**src/rtl/fixed_point_arith_pkg.sv**
```systemverilog
// ============================================================================
// fixed_point_arith_pkg
// Shared sizing helpers and slice result type for the fixed-point datapaths.
// Revision: 1.0
// ============================================================================
`default_nettype none

// Packages cannot hold parameterised types, so each user instantiates this at its own slice width.
`ifndef FPA_SLICE_RES_T
`define FPA_SLICE_RES_T(w) struct packed { logic borrow; logic [(w)-1:0] diff; }
`endif

package fixed_point_arith_pkg;

   function automatic int num_slices(input int n, input int w);
      return n / w;
   endfunction

endpackage

`default_nettype wire

```
**src/rtl/csel_sub_slice.sv**
```systemverilog
// ============================================================================
// csel_sub_slice
// One W-bit carry-select subtract slice; both borrow-in variants computed, bsel picks.
// Revision: 1.0
// ============================================================================
`default_nettype none

module csel_sub_slice
   import fixed_point_arith_pkg::*;
#(
   parameter int W = 8
) (
   input  logic [W-1:0] a_k,
   input  logic [W-1:0] b_k,
   input  logic         bsel,
   output logic [W-1:0] diff,
   output logic         borrow
);

   typedef `FPA_SLICE_RES_T(W) slice_res_t;

   slice_res_t w_res0;
   slice_res_t w_res1;
   slice_res_t w_sel;

   // W+1-bit arithmetic: a negative result leaves a 1 in the MSB, which is the slice borrow.
   assign w_res0 = {1'b0, a_k} - {1'b0, b_k};
   assign w_res1 = {1'b0, a_k} - {1'b0, b_k} - (W+1)'(1);
   assign w_sel  = bsel ? w_res1 : w_res0;

   assign diff   = w_sel.diff;
   assign borrow = w_sel.borrow;

endmodule

`default_nettype wire

```
**src/rtl/pipelined_carry_select_sub.sv**
```systemverilog
// ============================================================================
// pipelined_carry_select_sub
// S-stage carry-select subtractor d = a - b - bi with borrow out, overflow and valid/ready.
// Revision: 1.0
// ============================================================================
`default_nettype none

module pipelined_carry_select_sub
   import fixed_point_arith_pkg::*;
#(
   parameter int N = 32,
   parameter int W = 8
) (
   input  logic         clk,
   input  logic         rst,
   input  logic         in_valid,
   output logic         in_ready,
   input  logic [N-1:0] a,
   input  logic [N-1:0] b,
   input  logic         bi,
   output logic         out_valid,
   input  logic         out_ready,
   output logic [N-1:0] d,
   output logic         bo,
   output logic         ovf
);

   localparam int S = num_slices(N, W);

   if ((N % W) != 0 || W < 2) begin : g_param_check
      $fatal(1, "pipelined_carry_select_sub: N must be a multiple of W and W >= 2");
   end

   // Whole pipeline moves in lockstep; bubbles are kept, not squeezed out.
   logic w_adv;
   assign w_adv    = ~out_valid | out_ready;
   assign in_ready = w_adv;

   for (genvar k = 0; k < S; k++) begin : g_stage
      localparam int LO = k * W;
      localparam int RW = N - LO;

      logic [RW-1:0]   w_a;
      logic [RW-1:0]   w_b;
      logic            w_bin;
      logic            w_vin;
      logic [W-1:0]    w_diff;
      logic            w_bout;
      logic [LO+W-1:0] w_res;

      logic            r_vld;
      logic            r_borrow;
      logic [LO+W-1:0] r_diff;

      csel_sub_slice #(
         .W (W)
      ) u_slice (
         .a_k    (w_a[W-1:0]),
         .b_k    (w_b[W-1:0]),
         .bsel   (w_bin),
         .diff   (w_diff),
         .borrow (w_bout)
      );

      if (k == 0) begin : g_first
         assign w_a   = a;
         assign w_b   = b;
         assign w_bin = bi;
         assign w_vin = in_valid;
         assign w_res = w_diff;
      end else begin : g_next
         assign w_a   = g_stage[k-1].g_hi.r_a;
         assign w_b   = g_stage[k-1].g_hi.r_b;
         assign w_bin = g_stage[k-1].r_borrow;
         assign w_vin = g_stage[k-1].r_vld;
         assign w_res = {w_diff, g_stage[k-1].r_diff};
      end

      // Data only loads with a valid op, so outputs keep the last result across bubbles.
      always_ff @(posedge clk) begin
         if (rst) begin
            r_vld    <= 1'b0;
            r_borrow <= 1'b0;
            r_diff   <= '0;
         end else if (w_adv) begin
            r_vld <= w_vin;
            if (w_vin) begin
               r_borrow <= w_bout;
               r_diff   <= w_res;
            end
         end
      end

      if (k < S - 1) begin : g_hi
         logic [RW-W-1:0] r_a;
         logic [RW-W-1:0] r_b;

         always_ff @(posedge clk) begin
            if (rst) begin
               r_a <= '0;
               r_b <= '0;
            end else if (w_adv && w_vin) begin
               r_a <= w_a[RW-1:W];
               r_b <= w_b[RW-1:W];
            end
         end
      end else begin : g_last
         logic w_ovf;
         logic r_ovf;

         assign w_ovf = (w_a[W-1] != w_b[W-1]) && (w_diff[W-1] != w_a[W-1]);

         always_ff @(posedge clk) begin
            if (rst) begin
               r_ovf <= 1'b0;
            end else if (w_adv && w_vin) begin
               r_ovf <= w_ovf;
            end
         end
      end
   end

   assign out_valid = g_stage[S-1].r_vld;
   assign d         = g_stage[S-1].r_diff;
   assign bo        = g_stage[S-1].r_borrow;
   assign ovf       = g_stage[S-1].g_last.r_ovf;

endmodule

`default_nettype wire

```
**config.mk**
```make
export PLATFORM = sky130hd
export DESIGN_NAME = pipelined_carry_select_sub
export DESIGN_NICKNAME = d
export VERILOG_FILES = /design/src/rtl/fixed_point_arith_pkg.sv /design/src/rtl/csel_sub_slice.sv /design/src/rtl/pipelined_carry_select_sub.sv
export SDC_FILE = /design/constraint.sdc
export NUM_CORES = 1
export LEC_CHECK = 0
export BUFFER_PORTS_ARGS = -buffer_cell sky130_fd_sc_hd__clkbuf_2
export CORE_UTILIZATION = 50
export DETAILED_ROUTE_END_ITERATION = 6
export HOLD_SLACK_MARGIN = 0.02
export PLACE_DENSITY = 0.73
export SYNTH_ARGS = -nofsm -noshare
export SYNTH_HDL_FRONTEND = slang
export SYNTH_SLANG_ARGS = --single-unit
```
**constraint.sdc**
```tcl
create_clock -name clk -period 5.9 [get_ports clk]
set_input_delay 0.885 -clock clk [delete_from_list [all_inputs] [get_ports clk]]
set_output_delay 0.885 -clock clk [all_outputs]
set_load 0.02 [all_outputs]
```
# ---- Yosys cells after proc, flatten, opt, wreduce, memory -nomap -nowiden
# Cells that the tools add are included.
dict set report classes {
  n_addsub 8
  mul 0
  div 0
  order_cmp 0
  n_eq_ne 2
  shifts 0
  n_mux 4
  n_bitwise 2
  reduce_logical 9
}
# cell count
set op_table {}
lappend op_table {{2-to-1 mux 9 bit} 4}
lappend op_table {{subtractor 8 x 8 -> 9 bit} 4}
lappend op_table {{subtractor 9 x 1 -> 9 bit (second input constant)} 4}
lappend op_table {{AND reduction 2 bit} 4}
lappend op_table {{logical AND 1 bit} 5}
lappend op_table {{!= test 1 bit} 2}
lappend op_table {{inverter 1 bit} 1}
lappend op_table {{OR 1 bit} 1}
dict set report word_totals {
  regBits 185
  latch_bits 0
  ram_bits 0
  romBits 0
  in_bits 69
  out_inout_bits 36
  mem_count 0
}

# ---- Depth between registers and ports, before layout
# Gate-level depths: netlist of the first run.
dict set report depth {
  word_depth 5
  mapped_depth 12
  depth_no_buf 12
}

# ---- By module
# A second synthesis of the first run with hierarchy kept.
dict set report unflattened {
  cells_unflattened 1185
  hier_area_um2 9567.9
}
# mod instances cells_each area_per_inst_um2
set by_module_without_submodules {}
lappend by_module_without_submodules {pipelined_carry_select_sub 1 847 6982.9}
lappend by_module_without_submodules {{csel_sub_slice (g_stage[1].u_slice ...)} 3 85 641.9}
lappend by_module_without_submodules {{csel_sub_slice (g_stage[0].u_slice)} 1 83 659.4}

# ---- Worst setup path after synthesis of the first run
# OpenSTA, ideal clock, no wires.
dict set report synth_path {
  kind {input to register}
  start {input port a[0]}
  end {register g_stage[0].r_borrow}
  setup_ns 0.091
  arrival_time_ns 3.196
  required_time_ns 5.809
  path_slack_ns 2.613
  stages 11
  path_buffers 0
  path_cell_list {inv_1 > ha_1 > inv_1 > fa_1 > a21o_1 > a311o_1 > a21oi_2 > xnor2_1 > or3_1 > or3_1 > a311oi_1}
}
dict set report synth_via {
  elab_chain_cells 3
}
# item line
set synth_lines {}
lappend synth_lines {{start, declared} pipelined_carry_select_sub.sv:18} ;# input logic [N-1:0] a,
lappend synth_lines {{subtractor 8 x 8 -> 9 bit (*)} {csel_sub_slice.sv:27, csel_sub_slice.sv:28}}
lappend synth_lines {{subtractor 9 x 1 -> 9 bit} csel_sub_slice.sv:28} ;# assign w_res1 = {1'b0, a_k} - {1'b0, b_k} - (W+1)'(1);
lappend synth_lines {{2-to-1 mux 9 bit (*)} csel_sub_slice.sv:29} ;# assign w_sel = bsel ? w_res1 : w_res0;
lappend synth_lines {{end signal, assigned} pipelined_carry_select_sub.sv:88} ;# r_borrow <= w_bout;
lappend synth_lines {{end, declared} pipelined_carry_select_sub.sv:52} ;# logic r_borrow;
# Every way passes the cells marked *; elsewhere a longest branch is shown, timed or not.
# A chain may end at the register's enable or synchronous reset.

# ---- Worst setup path in the final report of the first run
# Same ends and word-level chain as after synthesis.

==> metrics.cfg, run 1 <==
[yosys]
ys.flop_type = dfxtp_1
async_flop_share = 0
synth-edff-count = 0
synth_top_area_frac = 0.4515
ys_seq_elements = 185
yosysTopAreaCell = dfxtp_1
syn_nets = 1162
synth_cells = 1053
ys_seq_area_frac = 0.4515
syn_avg_cell_area_sq_um = 7.790
synthTopCellsByArea = dfxtp_1 45%, nand2_1 15%, a21oi_1 11%, ha_1 5.5%, clkbuf_1 2.7%
synth_area_sq_um = 8203
yosysWarnings = 0
ys_types = 49

[min_path]
holdPathStages = 2
hp-start = g_stage[2].r_diff[1]
hp-class = register to register

[clock_tree]
cts_buffers = 17
cts-resized-gates = 0
cts_root_buf = clkbuf_16
cts_htree_levels = 4
cts_hold_buf = 0
cts_buffer_depth = 2
postCtsSetupRepairBufs = 0
cts.clk_slew.worst_paths_ps = 60
clkLatencyLatePin_ps = 430
cts_tree = done
cts_num_sinks = 185

[finish]
final_area_sq_um = 9408
fin_util = 0.5901
final_nets = 1233
diodes = 0
area_growth_pct = 14.69
drive_gt1_frac = 0.1347

[detailed_routing]
via_per_inst = 5.065
ant_nets = 0
wire_per_inst_microns = 12.27
vias = 6848
drc = 0
firstDrtPassIters = 4
wl_microns = 16590
drt_iter0_markers = 382

[grt]
first_global_vias = 6140
grt.met3_usage = 0.04059
grt-busiest-layer = met2
grt_max_degree = 99
antenna_found_initial = 0
grt_first_pass_wirelength_microns = 27860
track_usage = 0.2053
grt.overflow.total = 0
use_met1 = 0.2874
met2_usage = 0.3191

[timing]
hold_violations = 0
fin_tns_setup_ps = 0
finalMaxSlewViolations = 0
fin_skew_ps = 7.335
fmax_ghz = 0.3246
finalCritPeriodShare = 0.5222
worst_pin_slew_ps = 1002
finalSetupViolations = 0
rsz0062_at_grt = false
fin_ws_ps = 2819
period_needed_ps = 3081
slew_headroom = 0.3303

[setup_path]
cp_num_buf_inv = 3
cp.required_ps = 6230
crit_cells = 12
max_stage_delay_ps = 390
slowest_stage = fa_1
crit_fanout = 3
r2r_cells = 11
crit_chain = clkbuf_2 -> inv_1 -> ha_1 -> inv_1 -> fa_1 -> a21o_1 -> a311o_1 -> a21oi_2 -> xnor2_1 -> or3_1 -> or3_1 -> a311oi_1
arrival_ps = 3410
critPathTopFamily = compound AO/OA/AOI/OAI gates
endpoint_kind = register
r2r-start = g_stage[0].g_hi.r_a[0]
worstSetupStartpoint = a[0]
crit_type = input pin to register
cp-start-kind = input pin

[run_status]
status = finished clean

[floorplanning]
fp.dieH_microns = 130.1
num_io_pins = 105
initial_core_util = 0.5145
rows = 46
core-area_sq_um = 15940
die_area_sq_um = 16920
die_width_microns = 130.1

[place]
place_hpwl_microns = 11140
gp_congestion = 0.8201
placedInstanceArea_sq_um = 8833
preCtsSetupSlack_ps = 2367
io_buffer_count = 104

[power]
max-vdd-ir-drop_mv = 0.2133
powerDensity_nw_per_um2 = 292.0
p_leak_nw = 3.591

[run]
maxCapViolations = 0

## routing by layer
layer	share of wire	wire (microns)
met1	0.54	8885
met2	0.43	7106
met3	0.028	460
met4	0.0086	142
met5	0	0
## final timing paths
check	to	slack (ps)
worst max-delay path	g_stage[0].r_borrow	2820
worst min-delay path	d[1]	450
worst max register to register	g_stage[1].r_borrow	3120
worst min register to register	d[1]	450
## where the power goes
part | leakage (nW) | switching (W) | internal (W) | total, W
Combinational | 1.81 | 0.000192 | 0.000130 | 0.000322
Sequential | 1.51 | 0.0000252 | 0.00129 | 0.00132
Clock | 0.272 | 0.000452 | 0.000654 | 0.00111
## cell families (layout without fill, tap and decap cells)
group           Yosys count  count (layout)  share of synthesized area
mux                       1               1                   0.001220
fa+ha+maj                40              40                    0.06467
simple gates            429             429                     0.2151
compound gates          263             263                     0.1862
buf+inv                 103             186                    0.04713
flops                   185             185                     0.4515
xor+xnor                 32              32                    0.03417
## worst register-to-register path: stages (launching register included)
cell      delay (ps)
dfxtp_1          310
inv_1             50
ha_1             150
inv_1             50
fa_1             390
a21o_1           190
a311o_1          360
a21oi_1          220
xnor2_1          190
nand4b_1         160
or3_1            380
a311oi_1         240
## Yosys cell counts (all sizes together) (4+ instances only)
cell	instances
o21a	10
o31a	5
clkbuf	58
nand3	6
or3	7
a21o	6
a21oi	180
o21ai	17
nor2b	6
or2	9
fa	4
nor2	46
o21bai	4
inv	43
o211ai	5
and2	7
dfxtp	185
nor3	9
xnor2	16
a311oi	12
ha	36
a211oi	10
xor2	16
a311o	5
nand2	322
## layout by cell type (no fill, tap or decap), types with 4 or more instances in the layout
cell type	netlist	layout
a211oi_1	10	10
a21o_1	6	6
a21oi_1	179	179
a311o_1	5	5
a311oi_1	11	11
and2_1	7	5
buf_4	0	7
clkbuf_1	58	4
clkbuf_16	0	17
clkbuf_2	0	103
dfxtp_1	185	185
fa_1	4	4
ha_1	36	36
inv_1	43	43
nand2_1	322	322
nand3_1	6	6
nor2_1	46	46
nor2b_1	6	6
nor3_1	9	9
o211ai_1	5	5
o21a_1	10	10
o21ai_0	17	17
o21bai_1	4	4
o31a_1	5	5
or2_2	8	8
or3_1	7	7
xnor2_1	16	16
xor2_1	16	16
## layout make-up
cell class                      count  area, sq um
Fill cell                        1531         6535
Multi-Input combinational cell    765         4115
Sequential cell                   185         3704
Timing Repair Buffer              111        579.3
Clock buffer                       24        481.7
Tap cell                          216        270.3
Inverter                           44        165.2
Clock inverter                      7        92.59
## through the flow
stage / power, W / instances / hold slack (ps)
after floorplan: 0.001588 / 1053 / 432.1
after global placement: 0.001661 / 1321 / 437.7
after detailed placement: 0.001668 / 1321 / 441.9
after CTS: 0.002769 / 1352 / 451.5
after global routing: 0.002869 / 1352 / 468.4
final: 0.002747 / 1352 / 448.4
## registers in the layout, summed over array words and instances (netlist names)
register	flops
g_stage.g_hi.r_a	48
g_stage.g_hi.r_b	48
g_stage.r_diff	48
d	32
g_stage.r_borrow	3
g_stage.r_vld	3
bo	1
out_valid	1
ovf	1
Note: power is estimated with default switching activity, not from simulation.
==> inputs of run 2 (changes only) <==
==> constraint.sdc (replaced) <==
create_clock -name clk -period 2.95 [get_ports clk]
set_input_delay 0.4425 -clock clk [delete_from_list [all_inputs] [get_ports clk]]
set_output_delay 0.4425 -clock clk [all_outputs]
set_load 0.02 [all_outputs]
==> run 2 against run 1 <==
Highest routed layer unchanged. Flip-flop and latch count stayed put. Critical path type is now register to register. Total power is 110% higher. Clock power is 130% higher.
==> metrics.cfg, run 2 (same netlist as run 1, synthesis figures left out) <==
[detailed_routing]
drt_iter0_markers = 453
wire_per_inst_microns = 12.57
vias = 6861
wl_microns = 17070
via_per_inst = 5.052
drc = 0
ant_nets = 0
firstDrtPassIters = 5

[setup_path]
r2r_slack_ps = 160
cp-start-kind = register
crit_type = register to register
r2r-start = g_stage[0].g_hi.r_a[0]
worstSetupStartpoint = g_stage[0].g_hi.r_a[0]
endpoint_kind = register
reg2reg_to = g_stage[1].r_borrow
r2r_cells = 11
crit_fanout = 3
arrival_ps = 3130
cp.required_ps = 3290
crit_path_end = g_stage[1].r_borrow

[finish]
area_growth_pct = 16.69
finalNonFillerCells = 1358
final_cell_mix = 322 x nand2_1, 185 x dfxtp_1, 178 x a21oi_1, 103 x clkbuf_2, 46 x nor2_1
diodes = 0
drive_gt1_frac = 0.1454
fillers = 1513
layout_commonest_cell = nand2_1
final_nets = 1238
final_area_sq_um = 9572
reg.largest.list = g_stage.g_hi.r_a x48, g_stage.g_hi.r_b x48, g_stage.r_diff x48

[clock_tree]
postCtsSetupRepairBufs = 0
cts_root_buf = clkbuf_16
clkLatencyLatePin_ps = 430
cts_num_sinks = 185
cts_hold_buf = 0
cts.clk_slew.worst_paths_ps = 70
cts_tree = done
cts_buffers = 17
cts_buffer_depth = 2
cts-resized-gates = 0
cts_htree_levels = 4

[power]
p_leak_nw = 3.664
max-vdd-ir-drop_mv = 0.4379
powerDensity_nw_per_um2 = 614.1
total_power_w = 0.005878

[place]
placedInstanceArea_sq_um = 8884
place_hpwl_microns = 11390
post-place-cells = 1326
io_buffer_count = 104
gp_congestion = 0.8247

[timing]
rsz0062_at_grt = false
hold_violations = 0
period_needed_ps = 2787
hold_ws_ps = 229.7
fin_skew_ps = 6.456
slew_headroom = 0.2809
finalCritPeriodShare = 0.9449
fmax_ghz = 0.3588
finalSetupViolations = 0
finalMaxSlewViolations = 0
worst_pin_slew_ps = 1079

[floorplanning]
die_area_sq_um = 16920
fp.dieH_microns = 130.1
core-area_sq_um = 15940
initial_core_util = 0.5145
rows = 46
die_width_microns = 130.1
num_io_pins = 105

[min_path]
hp-start = b[13]
hp-class = input pin to register
holdPathStages = 3

[grt]
grt_max_degree = 134
grt_first_pass_wirelength_microns = 28590
track_usage = 0.2121
antenna_found_initial = 0
grt.overflow.total = 0
first_global_vias = 6120

[run]
maxCapViolations = 0

[run_status]
status = finished clean

-- run 2: power by group --
group,leakage [nW],switching [W],internal [W]
registers,1.51,0.0000521,0.00259
clock network,0.316,0.000981,0.00159
logic,1.84,0.000394,0.000273
total,3.66,0.00143,0.00445
-- run 2: layer usage --
| metal | part of all wire | track usage | vias to the layer above |
|---|---|---|---|
| met5 | 0 | 0 | - |
| met2 | 0.43 | 0.3235 | 125 |
| met1 | 0.52 | 0.3046 | 3054 |
| met3 | 0.039 | 0.04428 | 13 |
| li1 | - | - | 3669 |
| met4 | 0.0092 | 0.05335 | 0 |
-- run 2: final cells by class --
type / instances / area (sq um) / share of cell area
well taps: 216 / 270.3 / 0.02824
clock inverters: 15 / 246.5 / 0.02575
flip-flops and latches: 185 / 3704 / 0.3869
inverters: 44 / 165.2 / 0.01725
multi-input cells: 765 / 4131 / 0.4316
repair buffers: 116 / 629.4 / 0.06575
clock buffers: 17 / 425.4 / 0.04444
-- run 2: worst max-delay path, cell delays in order (launching register included) --
cell	delay, ps
dfxtp_1	320
inv_1	50
ha_1	150
inv_1	50
fa_1	400
a21o_1	190
a311o_1	360
a21oi_2	170
xnor2_1	170
nand4b_1	170
or3_1	420
a311oi_2	240
-- run 2: metrics by stage --
stage | TNS, ps | setup slack [ps] | utilization
final | 0 | 162.7 | 0.6004
after global placement | -44.75 | -44.75 | 0.5572
after detailed placement | -116.3 | -116.3 | 0.5572
after floorplan | 0 | 105.5 | -
after global routing | 0 | 1.726 | 0.6004
after CTS | 0 | 79.73 | 0.5994
-- run 2: how the worst min path moves through the flow --
stage	end
floorplan	g_stage[1].g_hi.r_a[0]
global placement	g_stage[1].r_diff[3]
detailed placement	g_stage[1].g_hi.r_a[13]
CTS	g_stage[0].g_hi.r_a[5]
global route	g_stage[0].g_hi.r_b[5]
finish	g_stage[0].g_hi.r_b[5]
==> inputs of run 3 (changes only) <==
--- a/config.mk
+++ b/config.mk
@@ -6,10 +6,10 @@
 export NUM_CORES = 1
 export LEC_CHECK = 0
 export BUFFER_PORTS_ARGS = -buffer_cell sky130_fd_sc_hd__clkbuf_2
-export CORE_UTILIZATION = 50
+export CORE_UTILIZATION = 45
 export DETAILED_ROUTE_END_ITERATION = 6
-export HOLD_SLACK_MARGIN = 0.02
-export PLACE_DENSITY = 0.73
+export HOLD_SLACK_MARGIN = 0.1
+export PLACE_DENSITY = 0.68
 export SYNTH_ARGS = -nofsm -noshare
 export SYNTH_HDL_FRONTEND = slang
 export SYNTH_SLANG_ARGS = --single-unit
==> run 3 against run 2 <==
Final cell count grew 1.3%. Worst setup slack gained 28 ps. Maximum frequency grew 1.0%. Critical path depth is the same. Non-clock buffer count grew 4. Global-route usage shrank 2.5 points. Flip-flop and latch count is the same. Via count grew 0.16%. Core utilization shrank 6.8 points. Total power shrank 6.4%. Clock-buffer cell count grew 6. Sequential power is essentially flat.
==> metrics.cfg, run 3 (same netlist as run 1, synthesis figures left out) <==
[power]
combPwrFrac = 0.122
p_leak_nw = 3.646
powerDensity_nw_per_um2 = 577.3
p_seq_frac = 0.479
intPower_w = 0.004121
swShare = 0.2508
clkPwrFrac = 0.399
max-vdd-ir-drop_mv = 0.4253
power_switching_w = 0.001380

[clock_tree]
cts_buffer_depth = 2
postCtsSetupRepairBufs = 0
cts_root_buf = clkbuf_16
cts_tree = done
cts.clk_slew.worst_paths_ps = 70
cts_num_sinks = 185
cts_htree_levels = 4
cts_buffers = 17
cts_hold_buf = 0
clkLatencyLatePin_ps = 430

[detailed_routing]
vias = 6872
ant_nets = 0
wl_microns = 16880
via_per_inst = 4.998
drc = 0
drt_iter0_markers = 373
firstDrtPassIters = 5
wire_per_inst_microns = 12.28

[floorplanning]
rows = 49
initial_core_util = 0.4582
num_io_pins = 105
core-area_sq_um = 17900
die_width_microns = 137.0
fp.dieH_microns = 137.0
die_area_sq_um = 18770

[finish]
layout_commonest_cell = nand2_1
final_cell_mix = 322 x nand2_1, 185 x dfxtp_1, 178 x a21oi_1, 103 x clkbuf_2, 46 x nor2_1
diodes = 0
final_nets = 1242
reg.largest.list = g_stage.g_hi.r_a x48, g_stage.g_hi.r_b x48, g_stage.r_diff x48
area_growth_pct = 16.17
finalNonFillerCells = 1375
final_area_sq_um = 9529
fin_util = 0.5323
drive_gt1_frac = 0.1457

[place]
placedInstanceArea_sq_um = 8942
post-place-cells = 1343
gp_congestion = 0.7741
io_buffer_count = 104
place_hpwl_microns = 11640
preCtsSetupSlack_ps = -97.83

[grt]
track_usage = 0.1869
first_global_vias = 6035
grt.overflow.total = 0
grt_first_pass_wirelength_microns = 27980
grt_max_degree = 105
antenna_found_initial = 0

[setup_path]
cp_num_buf_inv = 2
endpoint_kind = register
cp-start-kind = register
max_stage_delay_ps = 400
worstSetupStartpoint = g_stage[0].g_hi.r_a[0]
slowest_stage = fa_1
crit_type = register to register
crit_fanout = 3
critPathTopFamily = compound AO/OA/AOI/OAI gates
r2r-start = g_stage[0].g_hi.r_a[0]
crit_chain = inv_1 -> ha_1 -> inv_1 -> fa_1 -> a21o_1 -> a311o_1 -> a21oi_2 -> xnor2_1 -> nand4b_1 -> or3_1 -> a311oi_1
arrival_ps = 3100
cp.required_ps = 3290
path_common_cell = inv_1

[timing]
fmax_ghz = 0.3624
worst_pin_slew_ps = 1079
fin_tns_setup_ps = 0
period_needed_ps = 2760
rsz0062_at_grt = false
fin_ws_ps = 190.3
finalCritPeriodShare = 0.9355
fin_skew_ps = 8.038
finalSetupViolations = 0
finalMaxSlewViolations = 0
slew_headroom = 0.2808
hold_violations = 0

[min_path]
hp-start = b[13]
hp-class = input pin to register

[run]
maxCapViolations = 0

[run_status]
status = finished clean

[run 3: per-layer routing]
metal | GRT usage | wire length (microns)
met1 | 0.2638 | 8908
met2 | 0.2828 | 7057
met3 | 0.03222 | 683
met4 | 0.07143 | 230
met5 | 0 | 0
[run 3: stage by stage]
step	total power, W	hold slack [ps]
2_1_floorplan	0.003176	432.1
3_3_place_gp	0.003346	437.5
3_5_place_dp	0.003361	442.7
4_1_cts	0.005548	211.5
5_1_grt	0.005748	226.6
6_report	0.005501	225.5
[run 3: timing repair]
item,in CTS,in global routing
endpoints found under the setup margin,0,2
endpoints found under the hold margin,0,0
resized for setup,0,2
[run 3: power by group through the flow]
stage	combinational (W)	sequential (W)	clock [W]
after floorplan	0.000492	0.00268	0
after global routing	0.000762	0.00265	0.00234
final	0.000671	0.00264	0.00219
after global placement	0.000656	0.00269	0
after CTS	0.000671	0.00264	0.00224
after detailed placement	0.000667	0.00269	0
[run 3: tightest hold or removal path, cell delays in order]
cell	delay [ps]
clkbuf_2	80
nand2_1	40
a21oi_1	50
[run 3: worst paths after layout]
| path | to | slack (ps) | cells after the start |
|---|---|---|---|
| setup / recovery | g_stage[1].r_borrow | 190 | 11 |
| hold / removal | g_stage[0].g_hi.r_b[5] | 230 | 3 |
| setup reg to reg | g_stage[1].r_borrow | 190 | 11 |
| hold reg to reg | g_stage[1].r_diff[2] | 440 | 2 |
[run 3: layout make-up]
class	instances	area, sq um
fill	1799	8373
sequential	185	3704
timing repair buffer	120	671.9
clock buffer	23	488.0
multi-input combinational	765	4125
clock inverter	9	88.84
inverter	44	165.2
tap	229	286.5
